`src/rtl/uart_pkg.sv`:
```
// Shared UART constants and the transmitter state encoding, also used by the receiver and baud generator.
package uart_pkg;

   localparam int OVERSAMPLE      = 16;
   localparam int D_BIT_DEFAULT   = 8;
   localparam int SB_TICK_DEFAULT = 16;

   // Three bits so the optional PARITY state fits alongside the others.
   typedef enum logic [2:0] {
      IDLE   = 3'd0,
      START  = 3'd1,
      DATA   = 3'd2,
      PARITY = 3'd3,
      STOP   = 3'd4
   } tx_state_e;

endpackage

```
`src/rtl/uart_transmitter.sv`:
```
// UART transmit FSMD: start bit, D_BIT data bits LSB first, optional even parity, SB_TICK-tick stop period.
// Define UART_TX_PARITY_EN to insert the PARITY state after the data bits.
module uart_transmitter
   import uart_pkg::*;
#(
   parameter int D_BIT   = D_BIT_DEFAULT,
   parameter int SB_TICK = SB_TICK_DEFAULT
) (
   input  logic             clk,
   input  logic             rst,
   input  logic             tx_start,
   input  logic             s_tick,
   input  logic [D_BIT-1:0] din,
   output logic             tx_busy,
   output logic             tx_done_tick,
   output logic             tx
);

   localparam logic [4:0] LastTick = 5'(OVERSAMPLE - 1);
   localparam logic [4:0] LastStop = 5'(SB_TICK - 1);
   localparam logic [2:0] LastBit  = 3'(D_BIT - 1);

   tx_state_e        state_q, state_d;
   logic [4:0]       s_q, s_d;
   logic [2:0]       n_q, n_d;
   logic [D_BIT-1:0] b_q, b_d;
   logic             tx_q, tx_d;
   logic             doneTick;
`ifdef UART_TX_PARITY_EN
   logic             par_q, par_d;
`endif

   // Next-state logic; tx_d is derived from the state being entered so the pin comes straight off a flop.
   always_comb begin
      state_d  = state_q;
      s_d      = s_q;
      n_d      = n_q;
      b_d      = b_q;
      doneTick = 1'b0;
`ifdef UART_TX_PARITY_EN
      par_d    = par_q;
`endif
      case (state_q)
         IDLE: begin
            if (tx_start) begin
               b_d     = din;
               s_d     = 5'd0;
               state_d = START;
`ifdef UART_TX_PARITY_EN
               par_d   = ^din;
`endif
            end
         end
         START: begin
            if (s_tick) begin
               if (s_q == LastTick) begin
                  s_d     = 5'd0;
                  n_d     = 3'd0;
                  state_d = DATA;
               end else begin
                  s_d = s_q + 5'd1;
               end
            end
         end
         DATA: begin
            if (s_tick) begin
               if (s_q == LastTick) begin
                  s_d = 5'd0;
                  b_d = b_q >> 1;
                  if (n_q == LastBit) begin
`ifdef UART_TX_PARITY_EN
                     state_d = PARITY;
`else
                     state_d = STOP;
`endif
                  end else begin
                     n_d = n_q + 3'd1;
                  end
               end else begin
                  s_d = s_q + 5'd1;
               end
            end
         end
`ifdef UART_TX_PARITY_EN
         PARITY: begin
            if (s_tick) begin
               if (s_q == LastTick) begin
                  s_d     = 5'd0;
                  state_d = STOP;
               end else begin
                  s_d = s_q + 5'd1;
               end
            end
         end
`endif
         STOP: begin
            if (s_tick) begin
               if (s_q == LastStop) begin
                  s_d      = 5'd0;
                  doneTick = 1'b1;
                  state_d  = IDLE;
               end else begin
                  s_d = s_q + 5'd1;
               end
            end
         end
         default: state_d = IDLE;
      endcase

      case (state_d)
         START:   tx_d = 1'b0;
         DATA:    tx_d = b_d[0];
`ifdef UART_TX_PARITY_EN
         PARITY:  tx_d = par_q;
`endif
         default: tx_d = 1'b1;
      endcase
   end

   // State and datapath registers; reset aborts any frame and returns the line high.
   always_ff @(posedge clk) begin
      if (rst) begin
         state_q <= IDLE;
         s_q     <= 5'd0;
         n_q     <= 3'd0;
         b_q     <= '0;
         tx_q    <= 1'b1;
`ifdef UART_TX_PARITY_EN
         par_q   <= 1'b0;
`endif
      end else begin
         state_q <= state_d;
         s_q     <= s_d;
         n_q     <= n_d;
         b_q     <= b_d;
         tx_q    <= tx_d;
`ifdef UART_TX_PARITY_EN
         par_q   <= par_d;
`endif
      end
   end

   assign tx           = tx_q;
   assign tx_busy      = (state_q != IDLE);
   assign tx_done_tick = doneTick;

endmodule

```
`config.mk`:
```
export PLATFORM = sky130hd
export DESIGN_NAME = uart_transmitter
export DESIGN_NICKNAME = d
export VERILOG_FILES = /design/src/rtl/uart_pkg.sv /design/src/rtl/uart_transmitter.sv
export SDC_FILE = /design/constraint.sdc
export NUM_CORES = 1
export LEC_CHECK = 0
export BUFFER_PORTS_ARGS = -buffer_cell sky130_fd_sc_hd__buf_2
export CAP_MARGIN = 20
export CORE_ASPECT_RATIO = 1.75
export CORE_MARGIN = 2
export CORE_UTILIZATION = 40
export CTS_BUF_LIST = sky130_fd_sc_hd__clkbuf_8
export CTS_CLUSTER_SIZE = 30
export DETAILED_ROUTE_END_ITERATION = 12
export GPL_TIMING_DRIVEN = 0
export SYNTH_ARGS = -nofsm -noshare
export SYNTH_HDL_FRONTEND = slang
export SYNTH_SLANG_ARGS = --single-unit
```
`constraint.sdc`:
```
create_clock -name clk -period 2.05 [get_ports clk]
set_clock_uncertainty 0.15 [all_clocks]
set_input_delay 0.3075 -clock clk [delete_from_list [all_inputs] [get_ports clk]]
set_output_delay 0.3075 -clock clk [all_outputs]
set_load 0.01 [all_outputs]
```
==> summary.md, run 1 <==
| Metric | Value |
|---|---|
| Most common cell after layout, fill and taps aside | dfxtp_1 |
| Seq cells post-synth | 20 |
| Rel. slew slack | 62.6% |
| Worst Setup Path Type | reg2out |
| Worst IR Drop VDD | 417 µV |
| Iter 0 DRT Violations | 22 |
| Gp weighted congestion | 0.790 |
| Most frequent cells in the layout | dfxtp_1 (17), buf_2 (12), o2bb2ai_1 (7), a21oi_1 (7), buf_4 (7) |
| Initial antenna violation count | 0 |
| # DRC | 0 |
| Max_cap viols | 0 |
| Clk buf depth | 2 |
| Routed WL | 2.66 mm |
| YS warnings | 0 |
| Hold buffer count at CTS | 0 |
| Power per cell area | 671 nW/µm² |
| Post-route ant nets | 0 |
| Clk sinks | 20 |
| Syn_nets | between 100 and 150 |
| Max-slew violation count | 0 |
| Gr usage total | 18.1% |
| Register area share after synthesis | 37.2% |
| H-tree levels | 1 |
| Initial Util | 42.7% |
| Die area | about 3100 µm² |
| CTS tree | done |
| WL/cell | 16.3 µm |
| Min cycle time layout | 1.99 ns |
| Die X | 43.2 µm |
| P_sw | 196 µW |
| Worst slew pin tran | 0.561 ns |
| P&R area growth vs syn | 24.7% |
| Clock-pin transition on the worst setup and hold timing paths | 0.07 ns |
| Clock Tree Root | clkbuf_8 |
| Total power | 901 µW |
| Critical path capture point type | output pin |
| Ys async rst share | 0% |
| Layout cell share with drive strength beyond 1 | 31.4% |
| Logic pwr share | 10.2% |
| CTS buffer count | 3 |
| Static leakage | 0.506 nW |
| Mapped Avg Cell Area | roughly 9.4 µm² |
| Routed via count | 1001 |
| Final hold violation count | 0 |
| Post-Syn Instances | between 100 and 150 |
| Clk pwr share | between 40% and 50% |
| First-pass GRT wire length | 4.39 mm |
| FP Rows | 24 |
| Synth Flop Type | dfxtp_1 |
| Post-synth EDFFs | 0 |
| Status | finished, final reports clean |
| Largest net degree at the start of global routing | 13 |
| Worst-Skew Late Latency | 0.26 ns |
| HP Class | in2reg |
| Power share of the sequential group | a little under half |
| Congestion Overflow GR | 0 |
| Final HPWL DP | 1.87 mm |
| Final core utilization | 53.2% |
| Pre-antenna DRT Iters | 4 |
| Final Cycle Share | about 97% |
| Fin cells | 163 |
| I/O Pins | 15 |
| Int Power | 704 µW |
| IO buf count | 13 |
| Arrival time at the worst endpoint | 1.54 ns |
| Inst Count DP | 153 |
| R2r setup slk | 0.10 ns |
| # setup viols final | 0 |
| Crit path launch type | register |
| Sw Share | 21.8% |
| Inserted Diodes | 0 |
| Required @ worst endpoint | 1.59 ns |
| Post-Syn Area | 1080 µm² |
| DR vias/cell | 6.14 |
| Vias in the first global route | between 900 and 1000 |
| Die H | just over 70 µm |
| Synth cell types | 46 |
| Core area | 2520 µm² |
| Hold Worst Slack | 0.143 ns |
| Nets | 153 |
| Max Fclk | 0.502 GHz |
| Crit-path max FO | 7 |
cells by family (layout without fill, tap and decap cells):
group / after synthesis / after routing / share of synthesized area [%]
and+or+nand+nor: 41 / 41 / 23.8
AOI/OAI and AO/OA: 37 / 37 / 27.2
DFF: 20 / 20 / 37.2
buffers and inverters: 9 / 32 / 4.65
adders and majority gates: 3 / 3 / 3.49
xor gates and xnor gates: 2 / 2 / 1.63
muxes: 2 / 2 / 1.98
stage by stage:
stage	TNS [ns]	instance area, µm²	setup WS (ns)
2_1_floorplan	0	1080	0.163
5_1_grt	-0.00103	1340	-0.00103
6_report	0	1340	0.0572
4_1_cts	0	1280	0.0330
3_3_place_gp	0	1170	0.0255
3_5_place_dp	-0.00781	1170	-0.00686
metal layers:
layer,part of all wire [%],global-route usage (%)
met5,0,0
met4,2.2,5.39
met3,2.8,2.23
met2,55,34.0
met1,40,20.7
cell usage after synthesis, types with 2 or more instances:
library cell,count,area [µm²]
a211oi_2,2,25.0
xor2_1,2,17.5
ha_1,3,37.5
buf_6,2,22.5
o2bb2ai_1,7,61.3
dfxtp_1,20,400
or2_2,2,12.5
nor2_1,6,22.5
and3_1,3,18.8
a21oi_1,7,35.0
nor3b_1,2,15.0
o21ai_0,3,15.0
nand3_1,3,15.0
a32oi_1,6,52.6
clkbuf_1,4,15.0
a21boi_0,2,15.0
and2_1,2,12.5
and2b_1,2,15.0
nor2b_1,2,12.5
nand2_1,6,22.5
or3_1,3,18.8
power by group through the flow:
stage / Combinational (mW) / Sequential, mW / Clock (mW)
2_1_floorplan: 0.0557 / 0.421 / 0
3_3_place_gp: 0.0818 / 0.422 / 0
3_5_place_dp: 0.0848 / 0.423 / 0
4_1_cts: 0.0896 / 0.415 / 0.397
5_1_grt: 0.102 / 0.417 / 0.413
6_report: 0.0922 / 0.415 / 0.393
worst max-delay path: stages, from the launching register on:
cell and delay [ns]:
dfxtp_4 0.36, ha_4 0.16, and4b_1 0.18, buf_6 0.13, and2_4 0.17, and3_4 0.17
buf_6 0.11
layout make-up:
class / count / area [µm²]
buffer: 7 / 36.3
clock buffer: 3 / 41.3
clock inverter: 1 / 30.0
fill: 251 / 1180
inverter: 1 / 3.75
multi-input combinational: 85 / 664
sequential: 20 / 409
tap: 26 / 32.5
timing repair buffer: 20 / 124
timing repair:
| action | 4_1_cts | 5_1_grt |
|---|---|---|
| pin swaps | 0 | 3 |
| setup buffers | 4 | 3 |
| gates resized for setup | 5 | 11 |
| setup endpoints to repair | 4 | 14 |
final timing paths:
kind / start / to / cells past startpoint
worst max-delay path: s_q[1] / tx_done_tick / 6
worst min-delay path: din[7] / b_q[7] / 2
worst max register to register: s_q[1] / state_q[2] / 7
worst min register to register: n_q[2] / n_q[2] / 2
registers in the layout, summed over array words and instances (netlist names):
register and cells:
n_q 3, tx 1, s_q 5, b_q 8, state_q 3
Power figures use the tool's default switching activity.
==> run 2: changes to the inputs <==
--- a/config.mk
+++ b/config.mk
@@ -13,7 +13,7 @@
 export CTS_BUF_LIST = sky130_fd_sc_hd__clkbuf_8
 export CTS_CLUSTER_SIZE = 30
 export DETAILED_ROUTE_END_ITERATION = 12
-export GPL_TIMING_DRIVEN = 0
+export HOLD_SLACK_MARGIN = 0.15
 export SYNTH_ARGS = -nofsm -noshare
 export SYNTH_HDL_FRONTEND = slang
 export SYNTH_SLANG_ARGS = --single-unit
==> summary.md, run 2 (same netlist as run 1, synthesis figures left out) <==
| Metric | Value |
|---|---|
| Status | finished, final reports clean |
| Rel. slew slack | 66.8% (+4.2 points) |
| CP max-delay cell | dfxtp_1 |
| Worst-Skew Late Latency | 0.26 ns (about the same) |
| Power per cell area | 639 nW/µm² (-4.8%) |
| Sw Share | 23.5% (+1.7 points) |
| DR vias/cell | 5.91 (-3.8%) |
| Final Cycle Share | 95.7% (-1.5 points) |
| Power share of the sequential group | 51.7% (+5.6 points) |
| Die X | 43.2 µm (unchanged) |
| Final hold violation count | 0 (unchanged) |
| Most common cell after layout, fill and taps aside | dfxtp_1 |
| Clk buf depth | 2 (unchanged) |
| Iter 0 DRT Violations | 18 (-18%) |
| WHS Endpoint | b_q[4] |
| Clk pwr share | 37.5% (-6.2 points) |
| Final HPWL DP | 1.74 mm (-7.4%) |
| Clock Tree Root | clkbuf_8 |
| TNS Setup | 0 ns (unchanged) |
| Die area | 3140 µm² (unchanged) |
| Worst Setup Path Type | reg2out |
| Clk sinks | 20 (unchanged) |
| R2r setup slk | 0.13 ns (+0.03 ns) |
| Congestion Overflow GR | 0 (unchanged) |
| Static leakage | 0.491 nW (-2.8%) |
| HP Class | in2reg |
| # DRC | 0 (unchanged) |
| I/O Pins | 15 (unchanged) |
| CTS tree | done |
| IO buf count | 14 (+1) |
| Most frequent cells in the layout | dfxtp_1 (20), buf_2 (14), buf_4 (8) |
| Total power | 806 µW (-11%) |
| Routed WL | 2.35 mm (-12%) |
| Logic pwr share | 10.7% (+0.5 points) |
| R2R cell count | 6 (-1) |
| R2R Path End | b_q[7] |
| Post-route ant nets | 0 (unchanged) |
| Routed via count | 939 (-6.2%) |
| Arrival time at the worst endpoint | 1.51 ns (-0.03 ns) |
| Max-slew violation count | 0 (unchanged) |
| Critical path capture point type | output pin |
| Largest net degree at the start of global routing | 18 (+5) |
| H-tree levels | 1 (unchanged) |
| Die H | 72.6 µm (unchanged) |
| Max reg flops | 8 (unchanged) |
| Reg2reg start | s_q[0] |
| P&R area growth vs syn | 17.2% |
| Min cycle time layout | 1.96 ns (-0.0302 ns) |
| Largest regs | b_q: 8 flops, s_q: 5 flops |
| Crit-path max cell delay | 0.38 ns (+0.02 ns) |
| Gp weighted congestion | 0.784 (-0.78%) |
| Hold Path Stages | 3 (+1) |
| Min-Delay Startpoint | din[4] |
| Int Power | 617 µW (-12%) |
| Fin cells | 159 (-2.5%) |
| Max_cap viols | 0 (unchanged) |
| Biggest register | b_q |
| Crit-path max FO | 4 (-3) |
| Pre-antenna DRT Iters | 4 (unchanged) |
| WL/cell | 14.8 µm (-9.4%) |
| Initial Util | 42.7% (unchanged) |
| Core area | 2520 µm² (unchanged) |
| Critical path, cell by cell | ha_2 -> and4b_2 -> and2_4 -> and3_1 -> buf_2 |
| FP Rows | 24 (unchanged) |
| Nets | 149 (-2.6%) |
| Crit path launch type | register |
| Required @ worst endpoint | 1.59 ns (about the same) |
| Vias in the first global route | 887 (-7.8%) |
| Worst IR Drop VDD | 411 µV (-1.6%) |
| Fillers | 252 (+0.40%) |
| Max Fclk | 0.510 GHz (+1.5%) |
| Inst Count DP | 151 (-1.3%) |
| Inserted Diodes | 0 (unchanged) |
| Worst slew pin tran | 0.497 ns (-0.0640 ns) |
| CTS buffer count | 3 (unchanged) |
| Clock-pin transition on the worst setup and hold timing paths | 0.08 ns (about the same) |
| First-pass GRT wire length | 3.80 mm (-14%) |
| # setup viols final | 0 (unchanged) |
| P_sw | 189 µW (-3.6%) |
| Initial antenna violation count | 0 (unchanged) |
| Gr usage total | 15.7% (-2.5 points) |
| Layout cell share with drive strength beyond 1 | 27.8% (-3.6 points) |
| RSZ-0062 raised after global routing | false |
==> run 2: changes by cell type in the layout (fill, tap and decap cells not counted), moves of 2 or more <==
cell	change
clkbuf_1	-3
dfxtp_1	+3
buf_2	+2
buf_6	-2
clkbuf_2	-2
dfxtp_4	-2
==> run 2: how the worst max path moves through the flow <==
| stage | depth (start not counted) | end | startpoint | slack, ns |
|---|---|---|---|---|
| after global routing | 6 | n_q[0] | s_q[0] | 0.02 |
| after global placement | 5 | tx_done_tick | s_q[0] | 0.17 |
| after detailed placement | 5 | n_q[0] | s_q[0] | 0.14 |
| after floorplan | 7 | state_q[2] | s_q[0] | 0.16 |
| after CTS | 5 | tx_done_tick | s_q[0] | 0.02 |
| final | 5 | tx_done_tick | s_q[0] | 0.09 |
==> run 2: final cells by class <==
cell class                 instances  area (µm²)  share of cell area (%)
clock buffer                       4        55.1                    4.37
inverter                           1        3.75                   0.298
multi-input combinational         85         629                    49.9
sequential                        20         400                    31.7
tap                               26        32.5                    2.58
timing repair buffer              23         140                    11.1
==> run 2: power groups by stage <==
stage	Clock (mW)	Combinational (mW)	Sequential, mW
2_1_floorplan	0	0.0557	0.421
3_3_place_gp	0	0.0833	0.425
3_5_place_dp	0	0.0853	0.425
4_1_cts	0.306	0.0868	0.416
5_1_grt	0.317	0.0964	0.419
6_report	0.302	0.0863	0.417
==> run 2: repair_timing <==
item / 4_1_cts / 5_1_grt
setup buffers: 1 / 2
hold endpoints to repair: 1 / 0
pin swaps: 0 / 0
gates cloned: 0 / 0
setup endpoints to repair: 1 / 4
hold buffers: 1 / 0
resized for setup: 1 / 2
==> run 2: per-layer routing <==
layer	vias to the layer above	routed length (µm)	global-route usage (%)
li1	477	-	-
met1	449	981	16.1
met2	8	1300	30.3
met3	5	35	2.23
met4	0	36	6.06
met5	-	0	0
==> run 2: through the flow <==
step | hold WS [ns] | area [µm²] | worst slack (ns) | utilization [%]
2_1_floorplan | 0.274 | 1080 | 0.163 | -
3_3_place_gp | 0.295 | 1170 | 0.173 | 46.4
3_5_place_dp | 0.303 | 1170 | 0.140 | 46.4
4_1_cts | 0.187 | 1240 | 0.0156 | 49.3
5_1_grt | 0.198 | 1260 | 0.0248 | 50.0
6_report | 0.182 | 1260 | 0.0874 | 50.0
==> run 2: critical path: cells and delay by family (launching register included) <==
family	cells	cell delay (ns)
AND/OR/NAND/NOR	3	0.54
buffers and inverters	1	0.12
adder cells (fa/ha/maj)	1	0.21
flip-flops	1	0.38
==> run 3: changes to the inputs <==
--- a/config.mk
+++ b/config.mk
@@ -7,6 +7,8 @@
 export LEC_CHECK = 0
 export BUFFER_PORTS_ARGS = -buffer_cell sky130_fd_sc_hd__buf_2
 export CAP_MARGIN = 20
+export CELL_PAD_IN_SITES_DETAIL_PLACEMENT = 1
+export CELL_PAD_IN_SITES_GLOBAL_PLACEMENT = 1
 export CORE_ASPECT_RATIO = 1.75
 export CORE_MARGIN = 2
 export CORE_UTILIZATION = 40
@@ -14,6 +16,7 @@
 export CTS_CLUSTER_SIZE = 30
 export DETAILED_ROUTE_END_ITERATION = 12
 export HOLD_SLACK_MARGIN = 0.15
+export PLACE_DENSITY_LB_ADDON = 0.1
 export SYNTH_ARGS = -nofsm -noshare
 export SYNTH_HDL_FRONTEND = slang
 export SYNTH_SLANG_ARGS = --single-unit
==> constraint.sdc (replaced) <==
create_clock -name clk -period 1.8 [get_ports clk]
set_clock_uncertainty 0.15 [all_clocks]
set_input_delay 0.27 -clock clk [delete_from_list [all_inputs] [get_ports clk]]
set_output_delay 0.27 -clock clk [all_outputs]
set_load 0.01 [all_outputs]
==> summary.md, run 3 (same netlist as run 1, synthesis figures left out) <==
| Metric | Value |
|---|---|
| Max reg flops | 8 (unchanged) |
| Vias in the first global route | 1161 (+31%) |
| Crit-path max cell delay | 0.36 ns (-0.02 ns) |
| Logic pwr share | 13.5% (+2.8 points) |
| # DRC | 0 (unchanged) |
| Max_cap viols | 0 (unchanged) |
| HP Class | in2reg |
| Worst-Skew Late Latency | 0.25 ns (about the same) |
| Final HPWL DP | 2.15 mm (+24%) |
| CTS tree | done |
| Biggest register | b_q |
| Gr usage total | 21.7% (+6.0 points) |
| Static leakage | 0.607 nW (+23%) |
| DR vias/cell | 5.78 (-2.1%) |
| Sequential Area | 409 µm² (+2.2%) |
| Core area | 2520 µm² (unchanged) |
| Max Fclk | 0.549 GHz |
| Multi-input logic area | 676 µm² (+7.4%) |
| Iter 0 DRT Violations | 9 (-9) |
| Final Cycle Share | 101% |
| Clock-pin transition on the worst setup and hold timing paths | 0.07 ns (about the same) |
| Hold Worst Slack | 0.154 ns (-0.0283 ns) |
| Congestion Overflow GR | 0 (unchanged) |
| # setup viols final | 2 (+2) |
| Top Family by Delay on Critical Path | simple AND/OR/NAND/NOR gates |
| Die H | 72.6 µm (unchanged) |
| Final hold violation count | 0 (unchanged) |
| Required @ worst endpoint | 1.38 ns (-0.21 ns) |
| Gp weighted congestion | 0.777 (-0.97%) |
| Worst slew pin tran | 0.320 ns (-0.177 ns) |
| Clk sinks | 20 (unchanged) |
| Pre-antenna DRT Iters | 4 (unchanged) |
| First-pass GRT wire length | 5.29 mm (+39%) |
| Worst IR Drop VDD | 558 µV (+36%) |
| Final worst-path setup slack | -0.0231 ns (-0.111 ns) |
| Clk buf depth | 2 (unchanged) |
| IO buf count | 14 (unchanged) |
| I/O Pins | 15 (unchanged) |
| Crit path launch type | register |
| Routed via count | 1041 (+11%) |
| TNS Setup | -0.0448 ns (-0.0448 ns) |
| Clock Tree Root | clkbuf_8 |
| Layout cell share with drive strength beyond 1 | 46.1% (+18 points) |
| Die area | 3140 µm² (unchanged) |
| Rel. slew slack | 78.7% (+12 points) |
| Clk pwr share | 35.8% (-1.7 points) |
| Post-route ant nets | 0 (unchanged) |
| Total power | 938 µW (+16%) |
| Sw Share | 23.3% (-0.19 points) |
| Max-slew violation count | 0 (unchanged) |
| RSZ-0062 raised after global routing | true |
| Crit-path max FO | 2 (-2) |
| Initial Util | 42.7% (unchanged) |
| FP Rows | 24 (unchanged) |
| Min cycle time layout | 1.82 ns |
| Arrival time at the worst endpoint | 1.40 ns (-0.11 ns) |
| Largest regs | b_q: 8 flops, s_q: 5 flops |
| Worst Setup Path Type | reg2out |
| Critical path, cell by cell | ha_4 -> and4b_2 -> and2_4 -> and3_4 -> buf_6 |
| Critical path capture point type | output pin |
| Inserted Diodes | 0 (unchanged) |
| Status | finished, violations left |
| Worst Path Buf+Inv | 1 (unchanged) |
| Power share of the sequential group | 50.7% (-1.0 points) |
| Failing checks | setup timing |
| Power per cell area | 628 nW/µm² (-1.6%) |
| Most common cell after layout, fill and taps aside | buf_4 |
| Nets | 170 (+14%) |
| Die X | 43.2 µm (unchanged) |
| Initial antenna violation count | 0 (unchanged) |
| H-tree levels | 1 (unchanged) |
| Largest net degree at the start of global routing | 15 (-3) |
| WL/cell | 17.1 µm (+16%) |
| P&R area growth vs syn | 38.7% |
| Most frequent cells in the layout | buf_4 (25), dfxtp_1 (13), buf_2 (13) |
| P_sw | 218 µW (+15%) |
| Routed WL | 3.09 mm (+31%) |
| Int Power | 720 µW (+17%) |
| CP max-delay cell | dfxtp_2 |
| CTS buffer count | 3 (unchanged) |
| Fillers | 303 (+20%) |
-- run 3: area by class of cell --
type,count,share of cell area [%]
inverter,1,0.251
clock buffer,4,3.69
timing repair buffer,44,21.2
sequential,20,27.4
multi-input combinational,85,45.3
tap,26,2.18
-- run 3: metal layers --
metal	part of all wire [%]	GRT usage, %	vias to the layer above	wire (µm)
met5	0	0	-	0
met4	1.3	5.05	0	40
met3	1.6	2.23	4	50
met2	58	43.8	9	1790
met1	39	22.8	511	1210
li1	-	-	517	-
-- run 3: worst reg2reg max path: stages (launching register included) --
cell and delay [ns]:
dfxtp_2 0.33, ha_2 0.18, ha_2 0.18, nor3b_2 0.15
o211ai_1 0.16, or4_1 0.44, a21oi_1 0.17
-- run 3: power by group through the flow --
stage | clock, mW | sequential, mW | combinational (mW)
after floorplan | 0 | 0.481 | 0.0642
after global placement | 0 | 0.485 | 0.106
after detailed placement | 0 | 0.486 | 0.111
after CTS | 0.346 | 0.475 | 0.124
after global routing | 0.359 | 0.478 | 0.140
final | 0.336 | 0.476 | 0.126
-- run 3: path summary, 6_finish.rpt --
path | start | to | slack, ns | cells after the start
setup / recovery | s_q[1] | tx_done_tick | -0.02 | 5
hold / removal | din[5] | b_q[5] | 0.15 | 3
setup reg to reg | n_q[0] | n_q[0] | -0.02 | 6
hold reg to reg | b_q[6] | b_q[6] | 0.32 | 1
-- run 3: repair_timing --
action | CTS | global route
setup buffers | 8 | 2
cloned | 0 | 0
endpoints found under the hold margin | 3 | 0
hold buffers | 3 | 0
resized for setup | 12 | 8
setup endpoints to repair | 8 | 11
pin swaps | 4 | 5
-- run 3: stage by stage --
stage	instance area (µm²)	worst slack, ns	cells	util (%)
after global placement	1270	-0.000589	163	50.5
final	1490	-0.0231	180	59.2
after floorplan	1090	0.00790	114	-
after detailed placement	1270	-0.102	163	50.5
after global routing	1490	-0.119	180	59.2
after CTS	1460	-0.0210	178	57.7
